[src/rtl/fetch_sequencer.sv]
// Instruction fetch controller: walks the program counter through the
// synchronous program ROM and assembles 1- and 2-byte instructions. It hands
// them to the execute stage over valid/ready and applies taken jumps by
// loading the counter.
module fetch_sequencer #(
  parameter int unsigned ADDR_W   = 12,
  parameter logic [1:0]  LONG_PFX = 2'b10,
  parameter logic [3:0]  HALT_OPC = 4'hF
) (
  input  logic              clk,
  input  logic              reset,
  input  logic [ADDR_W-1:0] pc_in,
  input  logic [7:0]        rom_data,
  output logic              pc_enable,
  output logic              pc_load,
  output logic [ADDR_W-1:0] pc_value,
  output logic              instr_valid,
  input  logic              instr_ready,
  output logic [3:0]        instr_opcode,
  output logic [3:0]        instr_operand,
  output logic [ADDR_W-1:0] instr_target,
  input  logic              jump_take,
  output logic              halted
);

  typedef enum logic [2:0] {
    S_ADDR1,
    S_BYTE1,
    S_ADDR2,
    S_BYTE2,
    S_ISSUE,
    S_JUMP,
    S_HALT
  } state_t;

  state_t state;
  state_t nxt;
  logic   handshake;

  // pc_in only addresses the ROM; the sequencer never inspects it.
  logic   unused_pc;
  assign unused_pc = ^pc_in;

  assign handshake = instr_valid && instr_ready;

  // Next-state selection; outputs are registered from this so that every
  // control output is a decode of the state being entered.
  always_comb begin
    nxt = state;
    case (state)
      S_ADDR1: nxt = S_BYTE1;
      S_BYTE1: nxt = (rom_data[7:6] == LONG_PFX) ? S_ADDR2 : S_ISSUE;
      S_ADDR2: nxt = S_BYTE2;
      S_BYTE2: nxt = S_ISSUE;
      S_ISSUE: begin
        if (handshake) begin
          if (instr_opcode == HALT_OPC)
            nxt = S_HALT;
          else if ((instr_opcode[3:2] == LONG_PFX) && jump_take)
            nxt = S_JUMP;
          else
            nxt = S_ADDR1;
        end
      end
      S_JUMP:  nxt = S_ADDR1;
      S_HALT:  nxt = S_HALT;
      default: nxt = S_ADDR1;
    endcase
  end

  // State register, registered Moore outputs and instruction field capture.
  always_ff @(posedge clk) begin
    if (reset) begin
      state         <= S_ADDR1;
      pc_enable     <= 1'b0;
      pc_load       <= 1'b0;
      pc_value      <= '0;
      instr_valid   <= 1'b0;
      instr_opcode  <= '0;
      instr_operand <= '0;
      instr_target  <= '0;
      halted        <= 1'b0;
    end else begin
      state       <= nxt;
      pc_enable   <= (nxt == S_BYTE1) || (nxt == S_BYTE2);
      pc_load     <= (nxt == S_JUMP);
      pc_value    <= (nxt == S_JUMP) ? instr_target : '0;
      instr_valid <= (nxt == S_ISSUE);
      halted      <= (nxt == S_HALT);

      if (state == S_BYTE1) begin
        instr_opcode  <= rom_data[7:4];
        instr_operand <= rom_data[3:0];
        if (rom_data[7:6] != LONG_PFX)
          instr_target <= '0;
      end

      if (state == S_BYTE2)
        instr_target <= ADDR_W'({instr_operand, rom_data});
    end
  end

endmodule

[config.mk]
export PLATFORM = sky130hd
export DESIGN_NAME = fetch_sequencer
export DESIGN_NICKNAME = d
export VERILOG_FILES = /design/src/rtl/fetch_sequencer.sv
export SDC_FILE = /design/constraint.sdc
export NUM_CORES = 1
export LEC_CHECK = 0
export CAP_MARGIN = 20
export CORE_MARGIN = 2
export CORE_UTILIZATION = 41
export DETAILED_ROUTE_END_ITERATION = 16
export PLACE_DENSITY = 0.74
export SKIP_CTS_REPAIR_TIMING = 1
export SYNTH_ARGS = -nofsm -noshare
export SYNTH_HDL_FRONTEND = slang
export SYNTH_SLANG_ARGS = --single-unit
[constraint.sdc]
create_clock -name clk -period 1.55 [get_ports clk]
set_input_delay 0.2325 -clock clk [delete_from_list [all_inputs] [get_ports clk]]
set_output_delay 0.2325 -clock clk [all_outputs]
set_load 0.005 [all_outputs]
==> results.cfg <==
[placed_design]
io_buffers = 47
hpwl_mm = 2.381
gpl.final_weighted_congestion = 0.7871

[sta]
fmax_ghz = 0.6741
min_period_over_period_pct = 95.70
worst_clock_skew_ps = 7.137
hold_fails_final_rpt = 0
finalWorstPathRequiredPeriod_ps = 1483
timing.max_slew.rel_slack_pct = 70.45
timing.hold.ws_ps = 510.3
setup_repair_after_global_routing_missed_its_margin = false
tightestPinTransition_ps = 442.8
finalSetupViolations = 0
finalMaxSlewViolations = 0

[route]
via_to_cell_ratio = 4.953
detail_route.wirelength_mm = 3.109
initialDrtViolationCount = 40
detailroute.via_count = 1149
drt-pass1-iter-count = 4
avg_wl_per_cell_um = 13.40
antenna_left = 0
detail_route.drc_violations = 0

[pwr]
cellLeakagePower_nw = 0.8399
irDropWorstVdd_uv = 620.7
power_per_cell_area_nw_per_um2 = 926.0

[yosys]
ys_seq_elements = 39
number_of_flops_mapped_to_enable_cells_by_yosys = 0
synth_largest_type_area_fraction_pct = 57.04
ys_dominant_reg_cell = dfxtp_1
synthTopCellsByArea = dfxtp_1 57%, a22oi_1 6.6%, nor2_1 6.6%, mux2i_1 5.9%, and3_1 5.5%
mapped_cell_area_um2 = 1369
synth-async-reset-ratio_pct = 0
synthesis.instances = 128
synth.yosys.seq_area_share_pct = 57.04
synthesis.area_per_instance_um2 = 10.69
yosys.cell_types.count = 31
synth.largest_area_cell = dfxtp_1
mappedNetlistNets = 152
synth-warning-count = 0

[die]
initial_utilization_pct = 44.11
rows = 20
core-area_um2 = 3103
die_height_um = 61.78
top_level_ports = 60
dieArea_um2 = 3817
fp.dieW_um = 61.78

[clock_network]
clk-insertion-delay-late_ps = 340
cts-buffers-inserted = 5
clock-sinks = 39
clockBufferDepth = 2
h-tree-depth = 2
cts_root_buf = clkbuf_4
tritoncts = done
clk_pin_slew_worst_setup_hold_paths_ps = 110

[grt]
grt_pass1_vias = 1049
grt_pass1_wl_mm = 5.037
maximum_number_of_pins_on_one_net_before_global_route_repair = 17
number_of_antenna_violations_at_the_first_check_in_global_routing = 0
gr-total-overflow = 0
grt_usage_pct = 18.08

[job]
drv.max_cap_violation_count = 0

[final_layout]
fillers = 276
sequential_cell_area_um2 = 788.3
final_core_util_pct = 64.88
layout.cells.most_common = clkdlybuf4s50_1
finalNetCount = 211
synthToLayoutAreaGrowth_pct = 47.07
mostFrequentLayoutCells = 45 x clkdlybuf4s50_1, 35 x dfxtp_1, 23 x nor2_1
share_of_final_layout_standard_cells_stronger_than_drive_strength_1_pct = 15.96
multi_input_gate_area_um2 = 543.0
antenna_cells = 0

[worst_setup_path]
timing.critical_path.required_ps = 1320
rrSetupSlack_ps = 100
critical_path.reg2reg.endpoint = pc_value[3]
cp_cell_sequence = clkdlybuf4s50_1
critPathMaxStageDelay_ps = 520
critPathLaunchType = flop
timing.critical_path.slowest_stage_cell = clkdlybuf4s50_1
ff2ff_path_depth = 5
critical_path.n_buffers_inverters = 1
worstSetupEndpointType = output pin
largest_fanout_on_the_critical_path = 3
worstSetupPathType = reg2out
regToRegStartpoint = state[2]
critPathArrivalTime_ps = 1250
path_delay_family = buffers and inverters

[min_path]
holdPathStages = 1
hold_start = instr_target[10]
worstHoldPathType = reg2reg
holdPathEnd = pc_value[10]

[outcome]
status = complete, no violations
sequential cells by signal, indices dropped and copies added (netlist names):
signal,count
instr_target,12
pc_value,12
instr_opcode,4
instr_operand,4
state,3
halted,1
instr_valid,1
pc_enable,1
pc_load,1
cells in the mapped netlist, types with 2 or more instances:
cell type / count
dfxtp_1: 39
nor2_1: 24
a22oi_1: 12
and3_1: 12
mux2i_1: 8
clkbuf_1: 4
inv_1: 3
nand2b_1: 2
nor2b_1: 2
kinds of logic after synthesis:
group / after synthesis / synth area share [%]
AO/OA/AOI/OAI: 18 / 11.43
buffers and inverters: 10 / 3.472
flip-flops: 39 / 57.04
multiplexers: 8 / 5.850
AND/OR/NAND/NOR: 53 / 22.21
layout make-up:
class | instances | area share [%]
clock inverters | 1 | 0.2486
flip-flops and latches | 39 | 39.15
repair buffers | 59 | 28.09
multi-input cells | 79 | 26.97
well taps | 44 | 2.735
inverters | 3 | 0.5594
clock buffers | 7 | 2.237
where the power goes:
group          switching, mW  leakage (nW)  internal [mW]
clock network          0.312        0.0293          0.177
registers             0.0333         0.318           1.04
logic                  0.138         0.493          0.166
total                  0.483         0.840           1.38
layer usage:
layer | part of all wire [%] | global-route usage, % | wire length (µm)
met1 | 47 | 24.23 | 1456
met2 | 49 | 28.12 | 1530
met3 | 3.3 | 5.590 | 102
met4 | 0.61 | 5.471 | 19
met5 | 0 | 0 | 0
how the worst max path moves through the flow:
stage,from,to,slack [ps],cells past startpoint
3_5_place_dp,rom_data[7],pc_value[3],-190,5
4_1_cts,instr_opcode[2],instr_opcode[2],-70,2
2_1_floorplan,state[1],pc_value[10],220,5
5_1_grt,instr_target[1],instr_target[1],20,1
3_3_place_gp,rom_data[7],pc_value[4],-150,5
6_report,instr_operand[1],instr_operand[1],70,1
stage by stage:
| step | cell area, µm² | setup slack, ps | setup TNS (ps) | total power [mW] | std cells |
|---|---|---|---|---|---|
| 2_1_floorplan | 1369 | 216.1 | 0 | 1.242 | 128 |
| 3_3_place_gp | 1933 | -153.2 | -3683 | 1.379 | 222 |
| 3_5_place_dp | 1933 | -189.0 | -4472 | 1.386 | 222 |
| 4_1_cts | 1983 | -69.74 | -138.1 | 1.860 | 230 |
| 5_1_grt | 2013 | 18.91 | 0 | 1.948 | 232 |
| 6_report | 2013 | 66.58 | 0 | 1.864 | 232 |
Power figures use the tool's default switching activity.
